File: src/rtl/wts_channel_slot_scheduler.sv
// Channel-slot sequencer for the 5-channel ADSR envelope datapath. Generates the
// per-slot update strobe and issues pending key events aligned with each channel's strobe.
module wts_channel_slot_scheduler #(
  parameter int unsigned SLOT_CYCLES = 4,
  parameter int unsigned NOP_SLOTS   = 1
) (
  input  logic       clk,
  input  logic       nreset,
  input  logic       enable,
  input  logic [4:0] key_on_req,
  input  logic [4:0] key_release_req,
  input  logic [4:0] key_off_req,
  output logic [2:0] active,
  output logic [2:0] slot,
  output logic       frame_start,
  output logic       ch_key_on,
  output logic       ch_key_release,
  output logic       ch_key_off,
  output logic [4:0] pending
);

  typedef enum logic [1:0] {EvNone, EvOn, EvRelease, EvOff} ev_e;

  localparam logic [3:0] CycLast  = 4'(SLOT_CYCLES - 1);
  localparam logic [2:0] SlotLast = 3'(4 + NOP_SLOTS);
  localparam logic [2:0] ActNop   = 3'd5;

  logic [3:0] cyc_q, cyc_d;
  logic [2:0] slot_q, slot_d;
  ev_e        ev_q [5];
  ev_e        ev_d [5];
  ev_e        issue_ev;
  logic       issue;

  // A channel slot is serviced only on its first cycle, so each channel updates once per frame.
  assign issue = enable && (cyc_q == 4'd0) && (slot_q <= 3'd4);

  always_comb begin
    cyc_d  = cyc_q;
    slot_d = slot_q;
    if (enable) begin
      if (cyc_q == CycLast) begin
        cyc_d  = 4'd0;
        slot_d = (slot_q == SlotLast) ? 3'd0 : slot_q + 3'd1;
      end else begin
        cyc_d = cyc_q + 4'd1;
      end
    end
  end

  always_comb begin
    issue_ev = EvNone;
    pending  = '0;
    for (int n = 0; n < 5; n++) begin
      if (issue && slot_q == 3'(n)) begin
        issue_ev = ev_q[n];
      end
      pending[n] = (ev_q[n] != EvNone);
      // A new request wins over the clear, so a request colliding with its issue waits a frame.
      if (key_off_req[n]) begin
        ev_d[n] = EvOff;
      end else if (key_release_req[n]) begin
        ev_d[n] = EvRelease;
      end else if (key_on_req[n]) begin
        ev_d[n] = EvOn;
      end else if (issue && slot_q == 3'(n)) begin
        ev_d[n] = EvNone;
      end else begin
        ev_d[n] = ev_q[n];
      end
    end
  end

  always_ff @(posedge clk or negedge nreset) begin
    if (!nreset) begin
      cyc_q          <= 4'd0;
      slot_q         <= 3'd0;
      active         <= ActNop;
      frame_start    <= 1'b0;
      ch_key_on      <= 1'b0;
      ch_key_release <= 1'b0;
      ch_key_off     <= 1'b0;
      for (int n = 0; n < 5; n++) begin
        ev_q[n] <= EvNone;
      end
    end else begin
      cyc_q          <= cyc_d;
      slot_q         <= slot_d;
      active         <= issue ? slot_q : ActNop;
      frame_start    <= issue && (slot_q == 3'd0);
      ch_key_on      <= (issue_ev == EvOn);
      ch_key_release <= (issue_ev == EvRelease);
      ch_key_off     <= (issue_ev == EvOff);
      for (int n = 0; n < 5; n++) begin
        ev_q[n] <= ev_d[n];
      end
    end
  end

  assign slot = slot_q;

endmodule
File: config.mk
export PLATFORM = sky130hd
export DESIGN_NAME = wts_channel_slot_scheduler
export DESIGN_NICKNAME = d
export VERILOG_FILES = /design/src/rtl/wts_channel_slot_scheduler.sv
export SDC_FILE = /design/constraint.sdc
export NUM_CORES = 1
export LEC_CHECK = 0
export ABC_AREA = 1
export CAP_MARGIN = 40
export CORE_AREA = 2 2 53 55
export CTS_CLUSTER_DIAMETER = 200
export CTS_CLUSTER_SIZE = 20
export DETAILED_ROUTE_END_ITERATION = 7
export DIE_AREA = 0 0 55 57
export PLACE_DENSITY = 0.89
export SKIP_LAST_GASP = 1
export SLEW_MARGIN = 20
export SYNTH_ARGS = -nofsm -noshare
export SYNTH_HDL_FRONTEND = slang
export SYNTH_SLANG_ARGS = --single-unit
File: constraint.sdc
create_clock -name clk -period 4.5 [get_ports clk]
set_input_delay 0.9 -clock clk [delete_from_list [all_inputs] [get_ports clk]]
set_output_delay 0.9 -clock clk [all_outputs]
set_load 0.05 [all_outputs]
**Word-level counts from Yosys, hierarchy flattened**

Index checks and enable logic that the tools add are counted.

- Register bits: 24
- Bits in latches: 0
- Memory bits (writable): 0
- ROM bits: 0
- Input port bits: 18
- Output and inout port bits: 15
- Logic and storage cells: 72
- Memories: 0

- Add/subtract/negate cells: 2
- Multipliers: 0
- Div/mod/pow operators: 0
- Magnitude comparators: 1
- Eq/ne operators: 9
- Shift-type cells: 0
- Mux-type cells: 28
- Bitwise gates (word level): 0
- Reductions and logical operators: 20

Operators by type and width:

| cell | number |
|---|---|
| 2-to-1 mux 2 bit | 25 |
| nonzero test 4 bit | 5 |
| nonzero test 2 bit | 5 |
| logical AND 1 bit | 7 |
| == test 3 x 2 -> 1 bit (second input constant) | 2 |
| == test 3 bit (second input constant) | 2 |
| 2-to-1 mux 3 bit | 2 |
| adder 4 x 1 -> 4 bit (second input constant) | 1 |
| == test 2 bit (second input constant) | 2 |
| == test 4 x 2 -> 1 bit (second input constant) | 1 |
| logical NOT 4 bit | 1 |
| 2-to-1 mux 4 bit | 1 |
| adder 3 x 1 -> 3 bit (second input constant) | 1 |
| == test 3 x 1 -> 1 bit (second input constant) | 1 |
| less-or-equal comparator 3 bit (second input constant) | 1 |
| logical NOT 3 bit | 1 |
| == test 2 x 1 -> 1 bit (second input constant) | 1 |
| AND reduction 2 bit | 1 |

**Longest topological paths before layout**

Gate-level depths: netlist (run 1).

- Depth in word-level cells: 10
- Gate-level depth with buffers: 13

**Worst setup path after synthesis (run 1)**

Ideal clock, no wire load.

- Path kind: register to register
- Start: register slot_q[2] (netlist: slot[2])
- End: register ch_key_off
- Library setup time: 113 ps
- Arrival time: 1666 ps
- Setup slack: 2721 ps
- Stages on the path, launching flop included: 11
- Path buffers: 0
- Clock period less this slack: 1779 ps
- Cells stage by stage: dfrtp_1 -> inv_1 -> ha_1 -> nand3_4 -> inv_1 -> nor2_1 -> nand2_1 -> nand2_1 -> nand2_1 -> nand2_1 -> inv_1

- Cells in the longest elaborated chain, start to end: 9

Ends and longest elaborated chain:

| element | line | RTL |
|---|---|---|
| start, declared | 29 | `logic [2:0] slot_q, slot_d;` |
| start signal, assigned | 88 | `slot_q <= slot_d;` |
| less-or-equal comparator 3 bit | 36 | `assign issue = enable && (cyc_q == 4'd0) && (slot_q <= 3'd4);` |
| logical AND 1 bit | 36 |  |
| logical AND 1 bit | 55 | `if (issue && slot_q == 3'(n)) begin` |
| 2-to-1 mux 2 bit (4 in series) | 55 |  |
| 2-to-1 mux 2 bit * | 55 |  |
| == test 2 bit * | 93 | `ch_key_off <= (issue_ev == EvOff);` |
| end signal, assigned | 93 |  |
| end, declared | 18 | `output logic ch_key_off,` |

Every way passes the cells marked *; elsewhere a longest branch is shown, timed or not.
A chain may end at the register's enable or synchronous reset.

**Worst setup path in the final report (run 1)**

- Start: register ev_q[8] (netlist name)
- End: output port pending[0]

- Cells in the longest elaborated chain, start to end: 1

Ends and longest elaborated chain:

| element | line | RTL |
|---|---|---|
| start, declared | 30 | `ev_e ev_q [5];` |
| start signal, assigned by index | 84 | `ev_q[n] <= EvNone;` |
| start signal, assigned by index | 95 | `ev_q[n] <= ev_d[n];` |
| nonzero test 2 bit | 58 | `pending[n] = (ev_q[n] != EvNone);` |
| end, declared | 19 | `output logic [4:0] pending` |

Every way passes these cells.

==> out/summary.txt, run 1 <==
Reg power frac -> 0.456
RSZ-0062 raised after global routing -> false
Crit Path Max Fanout -> 3
Post-CTS Hold Buffers -> 0
post-synth cell types -> 24
Setup TNS Final -> 0 ns
clk buf depth -> 2
net switching power -> 0.275 mW
Congestion Overflow GR -> 0
nets -> 210
cells after synthesis -> 152
Mean Syn Cell Area -> 8.18 um2
# Max-Cap Violations -> 0
Leak -> 0.788 nW
Mapped Area -> 1240 um2
worst endpoint required time -> 3.60 ns
CTS Buf Count -> 3
Setup-failing EPs final -> 0
DRT antenna net count -> 0
root cell of the clock tree -> clkbuf_4
Seq/Total Area, Yosys -> 0.485
Clock Latency Late Sink -> 0.32 ns
final worst path period need -> 2.64 ns
die width -> 55 um
die extent in y -> 57 um
Hold Violations, Final -> 0
drt pass-1 iters -> 4
clock transition at the registers of the reported paths -> 0.13 ns
layout cells sized above 1 -> 0.106
Fin Clk Skew -> 0.0121 ns
crit path launch type -> flop
sink count of the clock tree -> 24
vias per inst -> 5.08
H-tree depth -> 1
vias after detailed routing -> 1113
post-route cell area -> 1630 um2
Area Growth Syn to Fin -> 31.3%
Initial Util -> 0.476
diodes inserted -> 0
outcome -> finished clean
initial antenna violation count -> 0
post-cts resize count -> 0
combinational share of power -> 0.395
Post-CTS Repair Setup Buffers -> 0
Crit Path Class -> reg -> out
Total Wirelength -> 2.54 mm
Ports -> 33
Tot GR Track Use -> 0.199
synthesized netlist net count -> 173
fin crit share -> 0.587
die area -> 3140 um2
Seq cells post-synth -> 24
Placer Congestion -> 0.776
multi-input logic area -> 528 um2
Iter 0 DRT Violations -> 11
worst hold path class -> reg -> reg
Slew headroom -> 0.633
Int Power -> 0.372 mW
Net Sw Frac -> 0.425
Clk network pwr share -> 0.149
Post-DP Area -> 1610 um2
dpl hpwl -> 2.06 mm
Fillers -> 223
Peak VDD IR -> 299 uV
PortBufs -> 32
CTS tree -> built
largest net degree at the start of global routing -> 14
PD cells -> 397 nW/um2
core area -> 2620 um2
Post-route DRC -> 0
global-route wire length before repair -> 4.62 mm
Crit. End Element -> output pin
Register Area -> 603 um2
Worst Path Arrival -> 1.74 ns
number of global-route vias before repair -> 1104
Wirelength per Cell -> 11.6 um
FMAX -> 379 MHz
worst-margin pin slew -> 0.548 ns
row count -> 19
yosys warns -> 0
Max Slew Vio Count -> 0
==> path summary, 6_finish.rpt <==
kind                           from          to  slack, ns  cells after the start
min                         ev_q[1]     ev_q[1]       0.52                      2
min in group asynchronous    nreset     ev_q[5]       0.92                      1
min reg2reg                 ev_q[1]     ev_q[1]       0.52                      2
max in group asynchronous    nreset   active[2]       3.01                      2
max reg2reg                cyc_q[0]  ch_key_off       2.67                     13
max                         ev_q[8]  pending[0]       1.86                      2
==> Yosys cell counts <==
library cell,instances,area (um2)
dfrtp_1,22,551
nand2_2,1,6.26
nor3_1,1,5.00
nand3_1,6,30.0
o21ai_2,2,17.5
nand4_1,3,18.8
a311o_1,1,10.0
a21oi_1,6,30.0
nor2_4,1,11.3
nand2_1,32,120
nor2_1,20,75.1
nand3_2,3,30.0
o21ai_0,10,50.1
buf_6,1,11.3
inv_2,1,3.75
or2_2,3,18.8
nand3_4,1,17.5
nor4_1,2,12.5
xor2_1,2,17.5
dfstp_2,2,52.6
nand3b_1,1,7.51
ha_1,3,37.5
inv_1,26,97.6
nor2_2,2,12.5
==> cells in the final DEF (no fill, tap or decap), drive strengths merged <==
cell and instances:
xor2 2, or2 3, a21oi 6, nand2 33
nor3 1, nor4 2, buf 1, a311o 1
nor2 23, nand3b 1, clkdlybuf4s50 32, o21ai 12
inv 27, nand4 3, dfstp 2, clkbuf 4
dfrtp 22, nand3 10, ha 3
==> per-stage QoR <==
step	std cells	utilization	total power, mW	setup WS, ns	hold WS (ns)
detailed placement	215	0.614	0.554	1.86	0.496
finish	219	0.624	0.648	1.86	0.522
floorplan	152	-	0.464	2.72	0.455
global placement	214	0.609	0.535	1.95	0.480
global route	219	0.624	0.692	1.82	0.540
CTS	219	0.624	0.651	1.86	0.523
==> layer usage <==
layer / share of wire / GRT usage / wire, um / vias up
met3: 0.040 / 0.0183 / 102 / 9
li1: - / - / - / 552
met4: 0.034 / 0.105 / 87 / 0
met2: 0.53 / 0.347 / 1350 / 37
met5: 0 / 0 / 0 / -
met1: 0.39 / 0.234 / 1000 / 515
==> cell type report <==
class / count / share of cell area
sequential: 24 / 0.369
multi-input combinational: 100 / 0.323
timing repair buffer: 33 / 0.205
inverter: 27 / 0.0621
tap: 31 / 0.0238
clock buffer: 4 / 0.0161
==> logic make-up (layout without fill, tap and decap cells) <==
| logic type | count (synthesis) | count (layout) | synth area share |
|---|---|---|---|
| simple gates | 76 | 76 | 0.294 |
| buf+inv | 28 | 64 | 0.0905 |
| flops | 24 | 24 | 0.485 |
| compound gates | 19 | 19 | 0.0865 |
| fa+ha+maj | 3 | 3 | 0.0302 |
| xor+xnor | 2 | 2 | 0.0141 |
==> power groups by stage <==
| stage | combinational (mW) | clock [mW] | sequential [mW] |
|---|---|---|---|
| after floorplan | 0.123 | 0 | 0.341 |
| after global placement | 0.241 | 0 | 0.294 |
| after detailed placement | 0.257 | 0 | 0.298 |
| after CTS | 0.258 | 0.0981 | 0.295 |
| after global routing | 0.284 | 0.106 | 0.302 |
| final | 0.256 | 0.0965 | 0.295 |
==> worst max-delay path, stage by stage, from the launching register on <==
cell and delay [ns]:
dfrtp_1 0.42, or2_2 0.30, clkdlybuf4s50_1 0.70
==> flip-flops by register name (all words and copies together) (netlist names) <==
register and cells:
cyc_q 4, slot 3, ch_key_release 1, ch_key_on 1, ev_q 10, ch_key_off 1, active 3, frame_start 1
(Power assumes the default switching activity.)
==> run 2: changes to the inputs <==
- CORE_AREA: 2 2 53 55 -> 2 2 57 59
- DIE_AREA: 0 0 55 57 -> 0 0 59 61
- PLACE_DENSITY: 0.89 -> 0.82
- clock period: 4.5 -> 2.28 ns (I/O delays scaled with it)
==> out/summary.txt, run 2 (synthesis gave the netlist of run 1 again) <==
Final Hold Slack -> 0.475 ns (-0.0471 ns)
Hold Violations, Final -> 0 (unchanged)
drt pass-1 iters -> 4 (unchanged)
Peak VDD IR -> 407 uV (+36%)
worst endpoint required time -> 1.82 ns (-1.78 ns)
Crit Path Class -> reg -> out
clock transition at the registers of the reported paths -> 0.13 ns (about the same)
Largest register FFs -> 10 (unchanged)
Max Slew Vio Count -> 0 (unchanged)
die width -> 59 um (+7.3%)
final worst path period need -> 2.20 ns
Slew headroom -> 0.636 (+0.00217)
initial antenna violation count -> 0 (unchanged)
Post-CTS Repair Setup Buffers -> 0 (unchanged)
crit path launch type -> flop
diodes inserted -> 0 (unchanged)
nets -> 211 (+0.48%)
FMAX -> 454 MHz
post-cts resize count -> 0 (unchanged)
commonest non-fill, non-tap cells in the layout -> nand2_1 (32), clkdlybuf4s50_1 (32), inv_1 (26)
vias per inst -> 4.85 (-4.5%)
Setup-failing EPs final -> 0 (unchanged)
outcome -> finished clean
Worst Path Arrival -> 1.75 ns (about the same)
CTS tree -> built
DR WL met2 -> 1.18 mm (-12%)
largest net degree at the start of global routing -> 14 (unchanged)
Wirelength per Cell -> 10.5 um (-9.5%)
Placer Congestion -> 0.832 (+7.2%)
global-route wire length before repair -> 4.03 mm (-13%)
Clock Latency Late Sink -> 0.32 ns (about the same)
layout cells sized above 1 -> 0.116 (+0.0100)
die extent in y -> 61 um (+7.0%)
number of global-route vias before repair -> 999 (-9.5%)
biggest regs -> ev_q x10, cyc_q x4
# Max-Cap Violations -> 0 (unchanged)
post-route cell area -> 1650 um2 (+0.77%)
RSZ-0062 raised after global routing -> false
Initial Util -> 0.421 (-0.0544)
DP Worst Slack -> 0.215 ns (-1.64 ns)
PortBufs -> 32 (unchanged)
Leak -> 0.797 nW (+1.1%)
row count -> 20 (+1)
fin crit share -> 0.966
PD cells -> 788 nW/um2 (+99%)
Crit Path Max Fanout -> 3 (unchanged)
sink count of the clock tree -> 24 (unchanged)
dpl hpwl -> 1.88 mm (-8.6%)
Total Wirelength -> 2.33 mm (-8.2%)
die area -> 3600 um2 (+15%)
final core occ -> 0.557 (-0.0672)
Setup TNS Final -> 0 ns (unchanged)
Iter 0 DRT Violations -> 27 (+16)
register with the most flip-flops -> ev_q
worst-margin pin slew -> 0.545 ns (-0.00325 ns)
Fillers -> 284 (+27%)
met3 routed WL -> 92 um (-9.8%)
root cell of the clock tree -> clkbuf_4
Tot GR Track Use -> 0.151 (-0.0486)
core area -> 2950 um2 (+13%)
Ports -> 33 (unchanged)
top sig layer -> met4
Post-route DRC -> 0 (unchanged)
RR Startpoint -> cyc_q[0]
CTS Buf Count -> 3 (unchanged)
Crit. End Element -> output pin
Post-CTS Hold Buffers -> 0 (unchanged)
worst setup margin -> 0.0772 ns (-1.78 ns)
Post-DP Area -> 1610 um2 (+0.16%)
clk buf depth -> 2 (unchanged)
Fin Clk Skew -> 0.00339 ns (-0.00868 ns)
Congestion Overflow GR -> 0 (unchanged)
DRT antenna net count -> 0 (unchanged)
crit path launch -> ev_q[4]
worst hold path class -> in -> async
Metal-1 WL -> 1.01 mm (+0.90%)
Area Growth Syn to Fin -> 32.3%
H-tree depth -> 1 (unchanged)
vias after detailed routing -> 1077 (-3.2%)
run 2: layout make-up:
type                       count  area, um2  share of cell area
sequential                    24        603               0.367
multi-input combinational    100        528               0.321
timing repair buffer          34        335               0.204
inverter                      27        101              0.0616
tap                           33       41.3              0.0251
clock buffer                   4       36.3              0.0221
run 2: worst paths after layout:
path,endpoint,slack [ns],depth (start not counted)
max in group asynchronous,ev_q[0],1.23,2
worst max-delay path,pending[2],0.08,2
min in group clk,ev_q[1],0.51,2
worst max register to register,ch_key_release,0.61,11
worst min-delay path,cyc_q[3],0.47,1
worst min register to register,ev_q[1],0.51,2
run 2: worst max-delay path, cell delays in order (launching register included):
cell and delay (ns):
dfrtp_1 0.42, or2_2 0.31, clkdlybuf4s50_1 0.70
run 2: stage by stage:
step                power, mW  cells
detailed placement       1.09    218
CTS                      1.31    222
floorplan               0.916    152
finish                   1.30    222
global placement         1.07    218
global route             1.39    222
run 2: where the power goes:
part / internal [mW] / switching, mW / leakage [nW]
combinational: 0.168 / 0.324 / 0.496
clock: 0.0977 / 0.125 / 0.0210
sequential: 0.498 / 0.0834 / 0.280
run 2: layer usage:
layer,GRT usage,vias to the layer above
li1,-,554
met2,0.273,30
met3,0.0192,5
met1,0.178,488
met4,0.0682,0
met5,0,-
